==> src/rtl/dec4b3b.sv <==
// 4B/3B sub-block decoder: fghj nibble plus K.28/rd context -> HGF, K flag,
// code and disparity violations, running disparity after the 4b sub-block.
// Latency 2 falling edges, one symbol per cycle, no backpressure.
// Optional saturating error counter enabled by defining ERRCNT_EN.
module dec4b3b #(
  parameter int ERR_CNT_W = 8
) (
  input  logic                 clk,
  input  logic                 rst,
  input  logic                 in_valid,
  input  logic [3:0]           sub4,
  input  logic                 k28,
  input  logic                 rd6,
  input  logic                 err_clr,
  output logic                 out_valid,
  output logic [2:0]           data_out,
  output logic                 k_out,
  output logic                 code_err,
  output logic                 disp_err,
  output logic                 rd_out,
  output logic [ERR_CNT_W-1:0] err_cnt
);

  // stage-1 capture registers
  logic       v1_q;
  logic [3:0] sub4_q;
  logic       k28_q;
  logic       rd6_q;

  // stage-2 output registers
  logic       ov_q;
  logic [2:0] data_q;
  logic       k_q;
  logic       ce_q;
  logic       de_q;
  logic       rd_q;

  // decode of the captured symbol
  logic [3:0] n_d;
  logic [2:0] hgf_d;
  logic       ce_d;
  logic       de_d;
  logic       rd_d;
  logic       k_d;
  logic [2:0] pop_d;

  // Stage 1: capture the nibble and its context when qualified, else hold.
  always_ff @(negedge clk or posedge rst) begin
    if (rst) begin
      v1_q   <= 1'b0;
      sub4_q <= 4'b0000;
      k28_q  <= 1'b0;
      rd6_q  <= 1'b0;
    end else begin
      v1_q <= in_valid;
      if (in_valid) begin
        sub4_q <= sub4;
        k28_q  <= k28;
        rd6_q  <= rd6;
      end
    end
  end

  // Decode: K28 at negative disparity arrives inverted, so undo that before
  // the lookup; disparity is always judged on the raw received bits.
  always_comb begin
    n_d   = (k28_q && !rd6_q) ? ~sub4_q : sub4_q;
    hgf_d = 3'b111;
    ce_d  = 1'b0;
    case (n_d)
      4'b1011, 4'b0100:                   hgf_d = 3'b000;
      4'b1001:                            hgf_d = 3'b001;
      4'b0101:                            hgf_d = 3'b010;
      4'b1100, 4'b0011:                   hgf_d = 3'b011;
      4'b1101, 4'b0010:                   hgf_d = 3'b100;
      4'b1010:                            hgf_d = 3'b101;
      4'b0110:                            hgf_d = 3'b110;
      4'b1110, 4'b0001, 4'b0111, 4'b1000: hgf_d = 3'b111;
      default: begin
        hgf_d = 3'b111;
        ce_d  = 1'b1;
      end
    endcase
    pop_d = 3'(sub4_q[3]) + 3'(sub4_q[2]) + 3'(sub4_q[1]) + 3'(sub4_q[0]);
    de_d  = !ce_d && (((pop_d == 3'd3) && rd6_q) || ((pop_d == 3'd1) && !rd6_q));
    // Running disparity follows the code even on a violation (resync);
    // illegal codes leave it untouched.
    if (ce_d)                 rd_d = rd_q;
    else if (pop_d == 3'd3)   rd_d = 1'b1;
    else if (pop_d == 3'd1)   rd_d = 1'b0;
    else                      rd_d = rd6_q;
    k_d = k28_q && !ce_d;
  end

  // Stage 2: register decoded outputs; flags drop to 0 in bubbles, data and
  // running disparity persist.
  always_ff @(negedge clk or posedge rst) begin
    if (rst) begin
      ov_q   <= 1'b0;
      data_q <= 3'b000;
      k_q    <= 1'b0;
      ce_q   <= 1'b0;
      de_q   <= 1'b0;
      rd_q   <= 1'b0;
    end else begin
      ov_q <= v1_q;
      if (v1_q) begin
        data_q <= hgf_d;
        k_q    <= k_d;
        ce_q   <= ce_d;
        de_q   <= de_d;
        rd_q   <= rd_d;
      end else begin
        k_q  <= 1'b0;
        ce_q <= 1'b0;
        de_q <= 1'b0;
      end
    end
  end

  assign out_valid = ov_q;
  assign data_out  = data_q;
  assign k_out     = k_q;
  assign code_err  = ce_q;
  assign disp_err  = de_q;
  assign rd_out    = rd_q;

`ifdef ERRCNT_EN
  logic [ERR_CNT_W-1:0] cnt_q;
  logic [ERR_CNT_W-1:0] cnt_d;

  // Counter next state: clear wins, otherwise count erroring outputs up to all-ones.
  always_comb begin
    cnt_d = cnt_q;
    if (err_clr)
      cnt_d = '0;
    else if (v1_q && (ce_d || de_d) && (cnt_q != {ERR_CNT_W{1'b1}}))
      cnt_d = cnt_q + 1'b1;
  end

  // Counter register, updated on the same edge as the outputs it counts.
  always_ff @(negedge clk or posedge rst) begin
    if (rst) cnt_q <= '0;
    else     cnt_q <= cnt_d;
  end

  assign err_cnt = cnt_q;
`else
  logic unused_err_clr;
  assign unused_err_clr = err_clr;
  assign err_cnt        = '0;
`endif

endmodule

==> config.mk <==
export PLATFORM = sky130hd
export DESIGN_NAME = dec4b3b
export DESIGN_NICKNAME = d
export VERILOG_FILES = /design/src/rtl/dec4b3b.sv
export SDC_FILE = /design/constraint.sdc
export NUM_CORES = 1
export LEC_CHECK = 0
export BUFFER_PORTS_ARGS = -buffer_cell sky130_fd_sc_hd__buf_4
export CAP_MARGIN = 15
export CORE_MARGIN = 1
export CORE_UTILIZATION = 52
export DETAILED_ROUTE_END_ITERATION = 6
export MAX_ROUTING_LAYER = met4
export PLACE_DENSITY = 0.91
export SLEW_MARGIN = 20
export SYNTH_ARGS = -nofsm -noshare
export SYNTH_HDL_FRONTEND = slang
export SYNTH_SLANG_ARGS = --single-unit
==> constraint.sdc <==
create_clock -name clk -period 3.6 [get_ports clk]
set_input_delay 1.08 -clock clk [delete_from_list [all_inputs] [get_ports clk]]
set_output_delay 1.08 -clock clk [all_outputs]
set_load 0.03 [all_outputs]
# After elaboration in Yosys (flattened, before gate mapping)
# Cells that the tools add are included.
# word_totals
regBits,15
latch_bits,0
mem_bits_rw,0
mem_bits_ro,0
in_bits,10
output_inout_bits,16
wordCells,50
n_memories,0
# classes
add_sub_neg,3
multipliers,0
div_mod_pow,0
order_cmp,0
n_eq_ne,16
n_shift,0
mux,8
n_bitwise,1
reduce_logical,12
# op_table
operator,count
$eq 4x4->1 const B,7
$pmux 3 s7,1
$eq 4x3->1 const B,4
$reduce_or 14->1,1
$eq 4x2->1 const B,2
$mux 1,6
$reduce_or 2->1,3
$logic_and 1x1->1,5
$eq 4x1->1 const B,1
$mux 4,1
$not 4->4,1
$add 2x1->3,1
$add 3x1->3,1
$eq 3x1->1 const B,1
$eq 3x2->1 const B,1
$add 1x1->2,1
$reduce_and 2->1,1
$logic_not 1->1,1
$logic_or 1x1->1,1

# Longest topological paths before layout
# depth
ltp_word,8
depth_mapped,8
mapped_depth_nobuf,8

==> results_dict.tcl <==
set metrics [dict create \
    post-route-util_pct 72.5 \
    failed_checks "setup timing" \
    synth.yosys.seq_area_share_pct 45.7 \
    fp.dieArea_mm2 0.00174 \
    met3_length_um 98 \
    pre_cts_ws_ns 0.105 \
    critPathLaunchType "flip-flop" \
    cts-buffers-inserted 3 \
    cp_cell_sequence "buf_6" \
    synth.distinct_cells 31 \
    avgSynthCellArea_um2 9.90 \
    p_per_area_mw_per_mm2 489 \
    post_route_cells_drive_above_1_share_pct 26.9 \
    slowest_delay_ns 0.44 \
    antenna_found_initial 0 \
    dpl.hpwl_um 1130 \
    top_layer "met4" \
    drtIter0Drc 12 \
    num_antenna_cells 0 \
    grt_max_degree 16 \
    root_buffer "clkbuf_4" \
    cts_tree "built" \
    start_util_pct 59.5 \
    synthTopCellsByCount "dfrtn_1, nand2_1, buf_4" \
    path_buf_inv 1 \
    num_vias 641 \
    ys_seq_elements 15 \
    max_cap_violations 0 \
    nets 118 \
    drcViolationCount 0 \
    cp.required_ns 2.52 \
    viasPerCell 5.39 \
    cts_sinks 15 \
    wl_per_cell_um 13.1 \
    synthFlopType "dfrtn_1" \
    timing.hold.ws_ns 0.433 \
    grt_pass1_vias 569 \
    drt_pass1_iterations 4 \
    crit_family "flip-flops" \
    grt_setup_unrepaired "yes" \
    status "complete, but fails checks" \
    chipHeight_um 41.8 \
    die_w_um 41.8 \
    clock_skew_ns 0.00612 \
    cp.arrival_ns 2.66 \
    setup-violations-final 8 \
    synth_area_um2 822 \
    final_max_slew_viol_count 0 \
    crit_type "reg2out" \
    crit_slowest_cell "dfrtn_1" \
    end_kind "output pin" \
    track_usage_pct 19.9 \
    overflow 0 \
    coreArea_mm2 0.00138 \
    drt-total-wl_um 1560 \
    grt_pass1_wl_um 2550 \
    clkLatencyLatePin_ns 0.29 \
    hold_viol_final 0 \
    synth_top_area_share_pct 45.7 \
    clkTransAtPathRegs_ns 0.07 \
    synth_edf_count 0 \
    synth_top_area_cell "dfrtn_1" \
    synth_warnings 0 \
    leakage_nw 0.522 \
    ant_nets 0 \
    io_pins 26 \
    synth.most_common_cell "dfrtn_1" \
    cts_max_level 1 \
    ir_drop_uv 333 \
    synthTopCellsByArea "dfrtn_1, buf_4, nand2_1" \
    wl_met2_um 797 \
    area_delta_synth_final_pct 21.9 \
    async_flop_share_pct 100 \
    cp_max_fo 2 \
    ctsHoldBuffers 0 \
    drt-met1-wl_um 656 \
    ctsLongestPathBuffers 2 \
    synthesis.instances 83 \
    setup_ws_ns -0.139 \
    io_buffers 16 \
    rows 13 \
    hold_path_class "reg2reg" \
    gp_congestion 0.796 \
]
## metal layers
layer / GRT usage [%] / vias to the layer above
met5: - / -
met4: 7.74 / 0
met3: 3.91 / 2
met2: 34.4 / 33
met1: 22.5 / 302
li1: - / 304
## flip-flops by register name, indices dropped and copies added (netlist names)
| signal | count |
|---|---|
| code_err | 1 |
| data_out | 3 |
| disp_err | 1 |
| k28_q | 1 |
| k_out | 1 |
| out_valid | 1 |
| rd6_q | 1 |
| rd_out | 1 |
| sub4_q | 4 |
| v1_q | 1 |
## cell families after synthesis
logic type / Yosys count / share of synthesized area [%]
flip-flops: 15 / 45.7
other: 1 / 0.456
XOR/XNOR: 1 / 1.07
AO/OA/AOI/OAI: 16 / 13.5
multiplexers: 7 / 9.13
buffers and inverters: 19 / 13.4
AND/OR/NAND/NOR: 21 / 11.3
adder cells (fa/ha/maj): 3 / 5.48
## cells in the final DEF, fill, tap and decap left out, types with 2 or more instances in the layout
| cell type | synthesis | layout |
|---|---|---|
| a21bo_1 | 2 | 2 |
| buf_4 | 8 | 13 |
| buf_6 | 1 | 8 |
| clkbuf_4 | 0 | 3 |
| conb_1 | 1 | 8 |
| dfrtn_1 | 15 | 15 |
| ha_1 | 2 | 2 |
| inv_1 | 6 | 6 |
| inv_2 | 2 | 2 |
| mux2_1 | 3 | 3 |
| mux2i_1 | 3 | 3 |
| nand2_1 | 9 | 9 |
| nand3_1 | 2 | 2 |
| nor2_1 | 5 | 5 |
| nor2b_1 | 2 | 2 |
| o21ai_0 | 4 | 4 |
| o21ai_1 | 3 | 3 |
## area by class of cell
class	count	area (µm²)
Fill cell	105	380
Sequential cell	15	375
Multi-Input combinational cell	56	363
Timing Repair Buffer	21	188
Inverter	8	30.0
Clock buffer	3	22.5
Tap cell	15	18.8
Clock inverter	1	5.00
## metrics by stage
step                power (mW)  cell area [µm²]  TNS [ns]  cells
finish                   0.490             1000    -0.925    119
global route             0.517             1000     -1.16    119
CTS                      0.487              995    -0.966    118
detailed placement       0.371              922         0    112
global placement         0.361              922         0    112
floorplan                0.328              850         0     90
## report_power, final
group          leakage, nW  internal [mW]  total, mW  switching (mW)
registers            0.183          0.194      0.216          0.0227
logic                0.321         0.0797      0.176          0.0965
clock network       0.0177         0.0413     0.0970          0.0557
total                0.522          0.315      0.490           0.175
## worst paths after layout
| check | start | end | slack, ns | cells past startpoint |
|---|---|---|---|---|
| min in group asynchronous | rst | out_valid | 2.47 | 3 |
| worst min register to register | v1_q | out_valid | 0.43 | 0 |
| worst min-delay path | v1_q | out_valid | 0.43 | 0 |
| max in group asynchronous | rst | sub4_q[2] | 0.93 | 3 |
| worst max-delay path | data_out[2] | data_out[2] | -0.14 | 1 |
| worst max register to register | sub4_q[3] | rd_out | 1.05 | 8 |
## timing repair
| action | 4_1_cts | 5_1_grt |
|---|---|---|
| resized for setup | 8 | 0 |
| endpoints found under the setup margin | 8 | 8 |
| buffers inserted | 2 | 1 |
(Power assumes the default switching activity.)
